===== config.mk =====
export PLATFORM = sky130hd
export DESIGN_NAME = diferential_muxpga_ctrl_flat
export DESIGN_NICKNAME = d
export VERILOG_FILES = /design/src/rtl/diferential_muxpga_pkg.sv /design/src/rtl/diferential_muxpga_ctrl_if.sv /design/src/rtl/diferential_muxpga_ctrl.sv /design/src/flat_wrapper.sv
export SDC_FILE = /design/constraint.sdc
export NUM_CORES = 1
export LEC_CHECK = 0
export ABC_AREA = 1
export ABC_CLOCK_PERIOD_IN_PS = 1800
export BUFFER_PORTS_ARGS = -buffer_cell sky130_fd_sc_hd__buf_2
export CORE_MARGIN = 1
export CORE_UTILIZATION = 53
export CTS_CLUSTER_DIAMETER = 120
export CTS_CLUSTER_SIZE = 10
export DETAILED_ROUTE_END_ITERATION = 8
export PLACE_DENSITY = 0.78
export SLEW_MARGIN = 20
export SYNTH_ARGS = -nofsm -noshare
export SYNTH_HDL_FRONTEND = slang
export SYNTH_SLANG_ARGS = --single-unit
export TNS_END_PERCENT = 50

===== constraint.sdc =====
create_clock -name clk -period 1.8 [get_ports clk]
set_input_delay 0.09 -clock clk [delete_from_list [all_inputs] [get_ports clk]]
set_output_delay 0.09 -clock clk [all_outputs]
set_load 0.005 [all_outputs]

===== src/rtl/diferential_muxpga_pkg.sv =====
// Shared types and constants for the diferential_muxpga host sequencer.
//   ROWS/COLS             : fabric geometry
//   CFG_NIBBLES_DEFAULT   : nibbles in one full configuration load
//   RUN_W_DEFAULT         : default run-length field width
//   fab_cmd_t             : fabric command pin encoding
//   state_t               : sequencer FSM states
package diferential_muxpga_pkg;

    localparam int unsigned ROWS                = 4;
    localparam int unsigned COLS                = 4;
    localparam int unsigned CFG_NIBBLES_DEFAULT = 2 * (ROWS - 1) * COLS;
    localparam int unsigned RUN_W_DEFAULT       = 8;

    typedef enum logic [1:0] {
        CMD_SHIFT = 2'd0,
        CMD_RUN   = 2'd1,
        CMD_HOLD  = 2'd2
    } fab_cmd_t;

    typedef enum logic [2:0] {
        ST_INIT,
        ST_IDLE,
        ST_LOAD,
        ST_RUN,
        ST_DONE
    } state_t;

endpackage


===== src/rtl/diferential_muxpga_ctrl_if.sv =====
// Host-side bundle of the sequencer: config stream, run request, result
// channel and status flags.
//   master : host bus adapter side
//   slave  : sequencer side
interface diferential_muxpga_ctrl_if
    import diferential_muxpga_pkg::*;
#(
    parameter int unsigned RUN_W = RUN_W_DEFAULT
) ();

    logic             cfg_valid;
    logic             cfg_ready;
    logic [3:0]       cfg_data;

    logic             run_valid;
    logic             run_ready;
    logic [RUN_W-1:0] run_len;
    logic [3:0]       run_nibble;

    logic             res_valid;
    logic             res_ready;
    logic [7:0]       res_data;

    logic             busy;
    logic             loaded;

    modport master (
        output cfg_valid, cfg_data, run_valid, run_len, run_nibble, res_ready,
        input  cfg_ready, run_ready, res_valid, res_data, busy, loaded
    );

    modport slave (
        input  cfg_valid, cfg_data, run_valid, run_len, run_nibble, res_ready,
        output cfg_ready, run_ready, res_valid, res_data, busy, loaded
    );

endinterface


===== src/rtl/diferential_muxpga_ctrl.sv =====
// Host-side sequencer for the diferential_muxpga fabric: shifts a nibble
// bitstream into the fabric, runs N evaluation cycles with a fixed input
// nibble, and returns the fabric output.
//   clk, reset_n : clock (shared with fabric), async active-low reset
//   host         : config stream, run request, result channel, busy/loaded
//   fab_cmd      : fabric pins [7:6]
//   fab_nibble   : fabric pins [5:2]
//   fab_reset    : fabric pin  [1], active high
//   fab_out      : fabric output pins
module diferential_muxpga_ctrl
    import diferential_muxpga_pkg::*;
#(
    parameter int unsigned CFG_NIBBLES = CFG_NIBBLES_DEFAULT,
    parameter int unsigned RUN_W       = RUN_W_DEFAULT
) (
    input  logic                    clk,
    input  logic                    reset_n,
    diferential_muxpga_ctrl_if.slave host,
    output logic [1:0]              fab_cmd,
    output logic [3:0]              fab_nibble,
    output logic                    fab_reset,
    input  logic [7:0]              fab_out
);

    localparam int unsigned CNT_W     = $clog2(CFG_NIBBLES + 1);
    localparam int unsigned RUN_CNT_W = RUN_W + 1;
    localparam logic [RUN_CNT_W-1:0] RUN_MAX = RUN_CNT_W'(1) << RUN_W;

    state_t                 state_q,      state_d;
    logic [CNT_W-1:0]       cnt_q,        cnt_d;
    logic [RUN_CNT_W-1:0]   run_cnt_q,    run_cnt_d;
    logic                   loaded_q,     loaded_d;
    logic                   res_valid_q,  res_valid_d;
    logic [7:0]             res_data_q,   res_data_d;
    logic                   cfg_ready_q,  cfg_ready_d;
    logic                   run_ready_q,  run_ready_d;
    logic                   busy_q,       busy_d;
    fab_cmd_t               fab_cmd_q,    fab_cmd_d;
    logic [3:0]             fab_nibble_q, fab_nibble_d;
    logic                   fab_reset_q,  fab_reset_d;

    logic cfg_hs;
    logic run_hs;

    assign cfg_hs = host.cfg_valid && cfg_ready_q;
    assign run_hs = host.run_valid && run_ready_q;

    // Next-state and next-output decode; fabric idles in HOLD by default.
    always_comb begin
        state_d      = state_q;
        cnt_d        = cnt_q;
        run_cnt_d    = run_cnt_q;
        loaded_d     = loaded_q;
        res_valid_d  = res_valid_q;
        res_data_d   = res_data_q;
        fab_cmd_d    = CMD_HOLD;
        fab_nibble_d = fab_nibble_q;
        fab_reset_d  = 1'b0;

        unique case (state_q)
            ST_INIT: begin
                state_d = ST_IDLE;
            end
            ST_IDLE: begin
                // A run request takes priority over a simultaneous nibble.
                if (run_hs) begin
                    state_d      = ST_RUN;
                    run_cnt_d    = (host.run_len == '0) ? RUN_MAX
                                                        : RUN_CNT_W'(host.run_len);
                    fab_cmd_d    = CMD_RUN;
                    fab_nibble_d = host.run_nibble;
                end else if (cfg_hs) begin
                    state_d      = ST_LOAD;
                    loaded_d     = 1'b0;
                    cnt_d        = CNT_W'(1);
                    fab_cmd_d    = CMD_SHIFT;
                    fab_nibble_d = host.cfg_data;
                end
            end
            ST_LOAD: begin
                if (cfg_hs) begin
                    fab_cmd_d    = CMD_SHIFT;
                    fab_nibble_d = host.cfg_data;
                    cnt_d        = cnt_q + CNT_W'(1);
                    if (cnt_q == CNT_W'(CFG_NIBBLES - 1)) begin
                        loaded_d = 1'b1;
                        state_d  = ST_IDLE;
                    end
                end
            end
            ST_RUN: begin
                // Output is captured as the last CMD_RUN cycle ends; the
                // following cycle holds the fabric while res_valid is raised.
                if (run_cnt_q > RUN_CNT_W'(1)) begin
                    fab_cmd_d = CMD_RUN;
                    run_cnt_d = run_cnt_q - RUN_CNT_W'(1);
                end else if (run_cnt_q == RUN_CNT_W'(1)) begin
                    res_data_d = fab_out;
                    run_cnt_d  = '0;
                end else begin
                    res_valid_d = 1'b1;
                    state_d     = ST_DONE;
                end
            end
            ST_DONE: begin
                if (host.res_ready && res_valid_q) begin
                    res_valid_d = 1'b0;
                    state_d     = ST_IDLE;
                end
            end
            default: begin
                state_d = ST_INIT;
            end
        endcase

        cfg_ready_d = (state_d == ST_IDLE) || (state_d == ST_LOAD);
        run_ready_d = (state_d == ST_IDLE) && loaded_d;
        busy_d      = (state_d != ST_IDLE);
    end

    // State and output registers.
    always_ff @(posedge clk or negedge reset_n) begin
        if (!reset_n) begin
            state_q      <= ST_INIT;
            cnt_q        <= '0;
            run_cnt_q    <= '0;
            loaded_q     <= 1'b0;
            res_valid_q  <= 1'b0;
            res_data_q   <= '0;
            cfg_ready_q  <= 1'b0;
            run_ready_q  <= 1'b0;
            busy_q       <= 1'b0;
            fab_cmd_q    <= CMD_HOLD;
            fab_nibble_q <= '0;
            fab_reset_q  <= 1'b1;
        end else begin
            state_q      <= state_d;
            cnt_q        <= cnt_d;
            run_cnt_q    <= run_cnt_d;
            loaded_q     <= loaded_d;
            res_valid_q  <= res_valid_d;
            res_data_q   <= res_data_d;
            cfg_ready_q  <= cfg_ready_d;
            run_ready_q  <= run_ready_d;
            busy_q       <= busy_d;
            fab_cmd_q    <= fab_cmd_d;
            fab_nibble_q <= fab_nibble_d;
            fab_reset_q  <= fab_reset_d;
        end
    end

    assign host.cfg_ready = cfg_ready_q;
    assign host.run_ready = run_ready_q;
    assign host.res_valid = res_valid_q;
    assign host.res_data  = res_data_q;
    assign host.busy      = busy_q;
    assign host.loaded    = loaded_q;
    assign fab_cmd        = fab_cmd_q;
    assign fab_nibble     = fab_nibble_q;
    assign fab_reset      = fab_reset_q;

endmodule


===== src/flat_wrapper.sv =====
// flat-port wrapper written by rule: the top's interface ports become plain ports
module diferential_muxpga_ctrl_flat import diferential_muxpga_pkg::*;
#(
    parameter int unsigned CFG_NIBBLES = CFG_NIBBLES_DEFAULT,
    parameter int unsigned RUN_W       = RUN_W_DEFAULT
)
  (clk, reset_n, fab_cmd, fab_nibble, fab_reset, fab_out, host_cfg_valid, host_cfg_data, host_run_valid, host_run_len, host_run_nibble, host_res_ready, host_cfg_ready, host_run_ready, host_res_valid, host_res_data, host_busy, host_loaded);
  diferential_muxpga_ctrl_if #(.RUN_W(RUN_W)) host_i ();
  input  logic clk;
  input  logic reset_n;
  output logic [1:0] fab_cmd;
  output logic [3:0] fab_nibble;
  output logic fab_reset;
  input  logic [7:0] fab_out;
  input wire logic [$bits(host_i.cfg_valid)-1:0] host_cfg_valid;
  input wire logic [$bits(host_i.cfg_data)-1:0] host_cfg_data;
  input wire logic [$bits(host_i.run_valid)-1:0] host_run_valid;
  input wire logic [$bits(host_i.run_len)-1:0] host_run_len;
  input wire logic [$bits(host_i.run_nibble)-1:0] host_run_nibble;
  input wire logic [$bits(host_i.res_ready)-1:0] host_res_ready;
  output wire logic [$bits(host_i.cfg_ready)-1:0] host_cfg_ready;
  output wire logic [$bits(host_i.run_ready)-1:0] host_run_ready;
  output wire logic [$bits(host_i.res_valid)-1:0] host_res_valid;
  output wire logic [$bits(host_i.res_data)-1:0] host_res_data;
  output wire logic [$bits(host_i.busy)-1:0] host_busy;
  output wire logic [$bits(host_i.loaded)-1:0] host_loaded;
  assign host_i.cfg_valid = host_cfg_valid;
  assign host_i.cfg_data = host_cfg_data;
  assign host_i.run_valid = host_run_valid;
  assign host_i.run_len = host_run_len;
  assign host_i.run_nibble = host_run_nibble;
  assign host_i.res_ready = host_res_ready;
  assign host_cfg_ready = host_i.cfg_ready;
  assign host_run_ready = host_i.run_ready;
  assign host_res_valid = host_i.res_valid;
  assign host_res_data = host_i.res_data;
  assign host_busy = host_i.busy;
  assign host_loaded = host_i.loaded;
  diferential_muxpga_ctrl #(.CFG_NIBBLES(CFG_NIBBLES), .RUN_W(RUN_W)) u_core (.clk(clk), .reset_n(reset_n), .host(host_i), .fab_cmd(fab_cmd), .fab_nibble(fab_nibble), .fab_reset(fab_reset), .fab_out(fab_out));
endmodule

==> results.md <==
- Drt pass-1 iters: 4
- Die Span X: 64.85 microns
- Nets: 374
- Placed insts: 382
- Longest Clk Path Bufs: 2
- Dpl cell area: 2410 sq um
- Global Route Usage Sum: 23.07%
- Clk sink count: 37
- Final Skew: 0.006252 ns
- Setup ws final: approximately 0.15 ns
- Global route hottest layer: met2
- Worst EP required: 2.02 ns
- Cell area power density: 1490 nW/um^2
- Critical path type: reg2reg
- TritonCTS clock tree: yes
- Fin cells: 391
- P_leak: 1.385 nW
- Largest stage delay, worst path: between 0.4 and 0.5 ns
- DR iter-0 viols: ~160
- Drc violations: 0
- Worst slack, placed: 0.1682 ns
- Post-route minimum period: roughly 1.7 ns
- Sequential area share after synthesis: between 40% and 50%
- Period Utilization, post-route: around nine tenths
- FMAX: around 610 MHz
- Vias in the first global route: 1,771
- Least-Margin Pin Slew: 0.7915 ns
- DR vias/cell: 4.995
- Min-delay worst type: in2reg
- Setup_tns: 0 ns
- Crit path DAT: 1.87 ns
- Number of synthesized register bits: 37
- CTS root buffer: clkbuf_8
- YS warnings: 0
- Worst-Skew Late Latency: roughly 0.29 ns
- Status: finished, final reports clean
- R2R setup slack: 0.15 ns
- Setup-failing EPs final: 0
- Startpoint types: register
- Total power draw: 3.800 mW
- Layout cells sized above 1: 23.32%
- Met2 usage: 36.46%
- Final WL: 4.373 mm
- Synthesized area: roughly 2100 sq um
- Asr flop ratio synth: 100.0%
- GRT overflow: 0
- RSZ-0062 raised after global routing: false
- Clock-pin slew on the worst setup and hold paths: 0.08 ns
- CP Capture Type: register
- Starting Density: a little under three fifths
- Peak VDD IR: 828.8 uV
- FP Rows: 22
- Max Slew Vio Count: 0
- Area growth syn-to-layout: 21.82%
- Netlist cell types: 31
- Ports: between 40 and 50
- Core area: 3716 sq um
- Crit Path Max Fanout: 10
- Die Span Y: 64.85 microns
- Largest net degree at the start of global routing: 38
- H-tree depth: 2
- Syn avg cell area: 7.371 sq um
- Routability cong.: between 0.8 and 0.9
- Antenna violations before repair: 0
- M1 GR Usage: a little under a third
- Final instance area: 2550 sq um
- Antenna diode count: 0
- Max-Cap Viols: 0
- First-pass GRT wire length: 7.486 mm
- Syn_nets: around 320
- Detailed placement HPWL: 3.286 mm
- Port Buffers: 48
- Top_reg_cell synth: dfrtp_1
- Final hold viol count: 0
- Mapped Cells: 284
- Post-synth EDFFs: 0
- Final ANT Viol Nets: 0
- CTS buffer count: 5
- DR WL/cell: roughly 11 microns
- Cells along the critical path: inv_1 -> nand2_1 -> nor2_4 -> nand2_4 -> o21ai_4 -> buf_4 -> nand3_1 -> nor2_1
- Die ar.: 4205 sq um
- Vias post-DR: 1,953
- M3 GR Usage: around 5.6%
- Slowest-stage cell, CP: dfrtp_1
- Relative slew slack: a little under half
==> flip-flops by register name, summed over array words and instances, names as in the netlist, 2 cells and up <==
name                  cells
u_core.fab_cmd            2
u_core.state_q            3
u_core.run_cnt_q          9
u_core.host.res_data      8
u_core.cnt_q              5
u_core.fab_nibble         4
==> critical path, delay by kind of cell, from the launching register on <==
family,cells,cell delay (ns)
and+or+nand+nor,5,0.62
DFF,1,0.45
buffers and inverters,2,0.31
AOI/OAI and AO/OA,1,0.20
==> area by class of cell <==
cell class / instances / area [sq um]
Multi-Input combinational cell: 214 / 1037
Clock inverter: 2 / 37.54
Inverter: 29 / 108.9
Clock buffer: 6 / 82.58
Timing Repair Buffer: 55 / 295.3
Tap cell: 48 / 60.06
Sequential cell: 37 / 928.4
Fill cell: 327 / 1166
==> synthesized netlist by cell type, types with 3 or more instances <==
master	number	area, sq um
a21oi_1	7	35.03
a22oi_1	3	22.52
dfrtp_1	35	875.8
ha_1	3	37.54
inv_1	29	108.9
nand2_1	93	349.1
nand2_2	5	31.28
nand3_1	37	185.2
nand4_1	3	18.77
nor2_1	29	108.9
nor2_2	3	18.77
o21ai_0	11	55.05
xor2_1	3	26.28
==> logic make-up (layout without fill, tap and decap cells) <==
| family | count (synthesis) | after routing | share of synthesized area (%) |
|---|---|---|---|
| fa+ha+maj | 3 | 3 | 1.793 |
| xor+xnor | 4 | 4 | 1.674 |
| other cells | 1 | 1 | 0.1791 |
| flops | 37 | 37 | 44.35 |
| compound gates | 27 | 27 | 7.531 |
| simple gates | 179 | 179 | 37.90 |
| buf+inv | 33 | 92 | 6.575 |
==> path summary, 6_finish.rpt <==
check | start | endpoint | depth (start not counted)
worst min register to register | u_core.host.res_data[1] | u_core.host.res_data[1] | 2
min in group asynchronous | reset_n | u_core.fab_nibble[2] | 2
worst max register to register | u_core.run_cnt_q[4] | u_core.host.run_ready | 8
worst max-delay path | u_core.run_cnt_q[4] | u_core.host.run_ready | 8
max in group asynchronous | reset_n | u_core.state_q[0] | 2
worst min-delay path | fab_out[4] | u_core.host.res_data[4] | 3
==> placed cells by master (no fill, tap or decap), drive strengths merged, types with 3 or more instances in the layout <==
master	n
ha	3
nand4	3
a21oi	7
dfrtp	35
nor2	34
inv	29
o21ai	13
xor2	3
a22oi	3
nand3b	3
clkbuf	6
buf	54
nand2	99
nand3	38
==> through the flow <==
| stage | utilization [%] | hold WS (ns) |
|---|---|---|
| detailed placement | 64.85 | 0.2282 |
| CTS | 68.35 | 0.02348 |
| finish | 68.62 | 0.02698 |
| floorplan | - | -0.2056 |
| global route | 68.62 | 0.02970 |
| global placement | 64.85 | 0.2287 |
==> routing by layer <==
metal	up-vias	wire length, microns
li1	1024	-
met1	865	2168
met2	56	1873
met3	8	255
met4	0	76
met5	-	0
==> power breakdown <==
group | switching, mW | total, mW | internal [mW]
Combinational | 1.06 | 1.74 | 0.677
Sequential | 0.205 | 1.31 | 1.11
Clock | 0.303 | 0.754 | 0.450
==> what timing repair did <==
item                                    CTS  global route
endpoints found under the setup margin    0             2
endpoints found under the hold margin    35             0
hold buffers                              1             0
gates resized for setup                   0             2
setup buffers                             0             0
(Power assumes the default switching activity.)
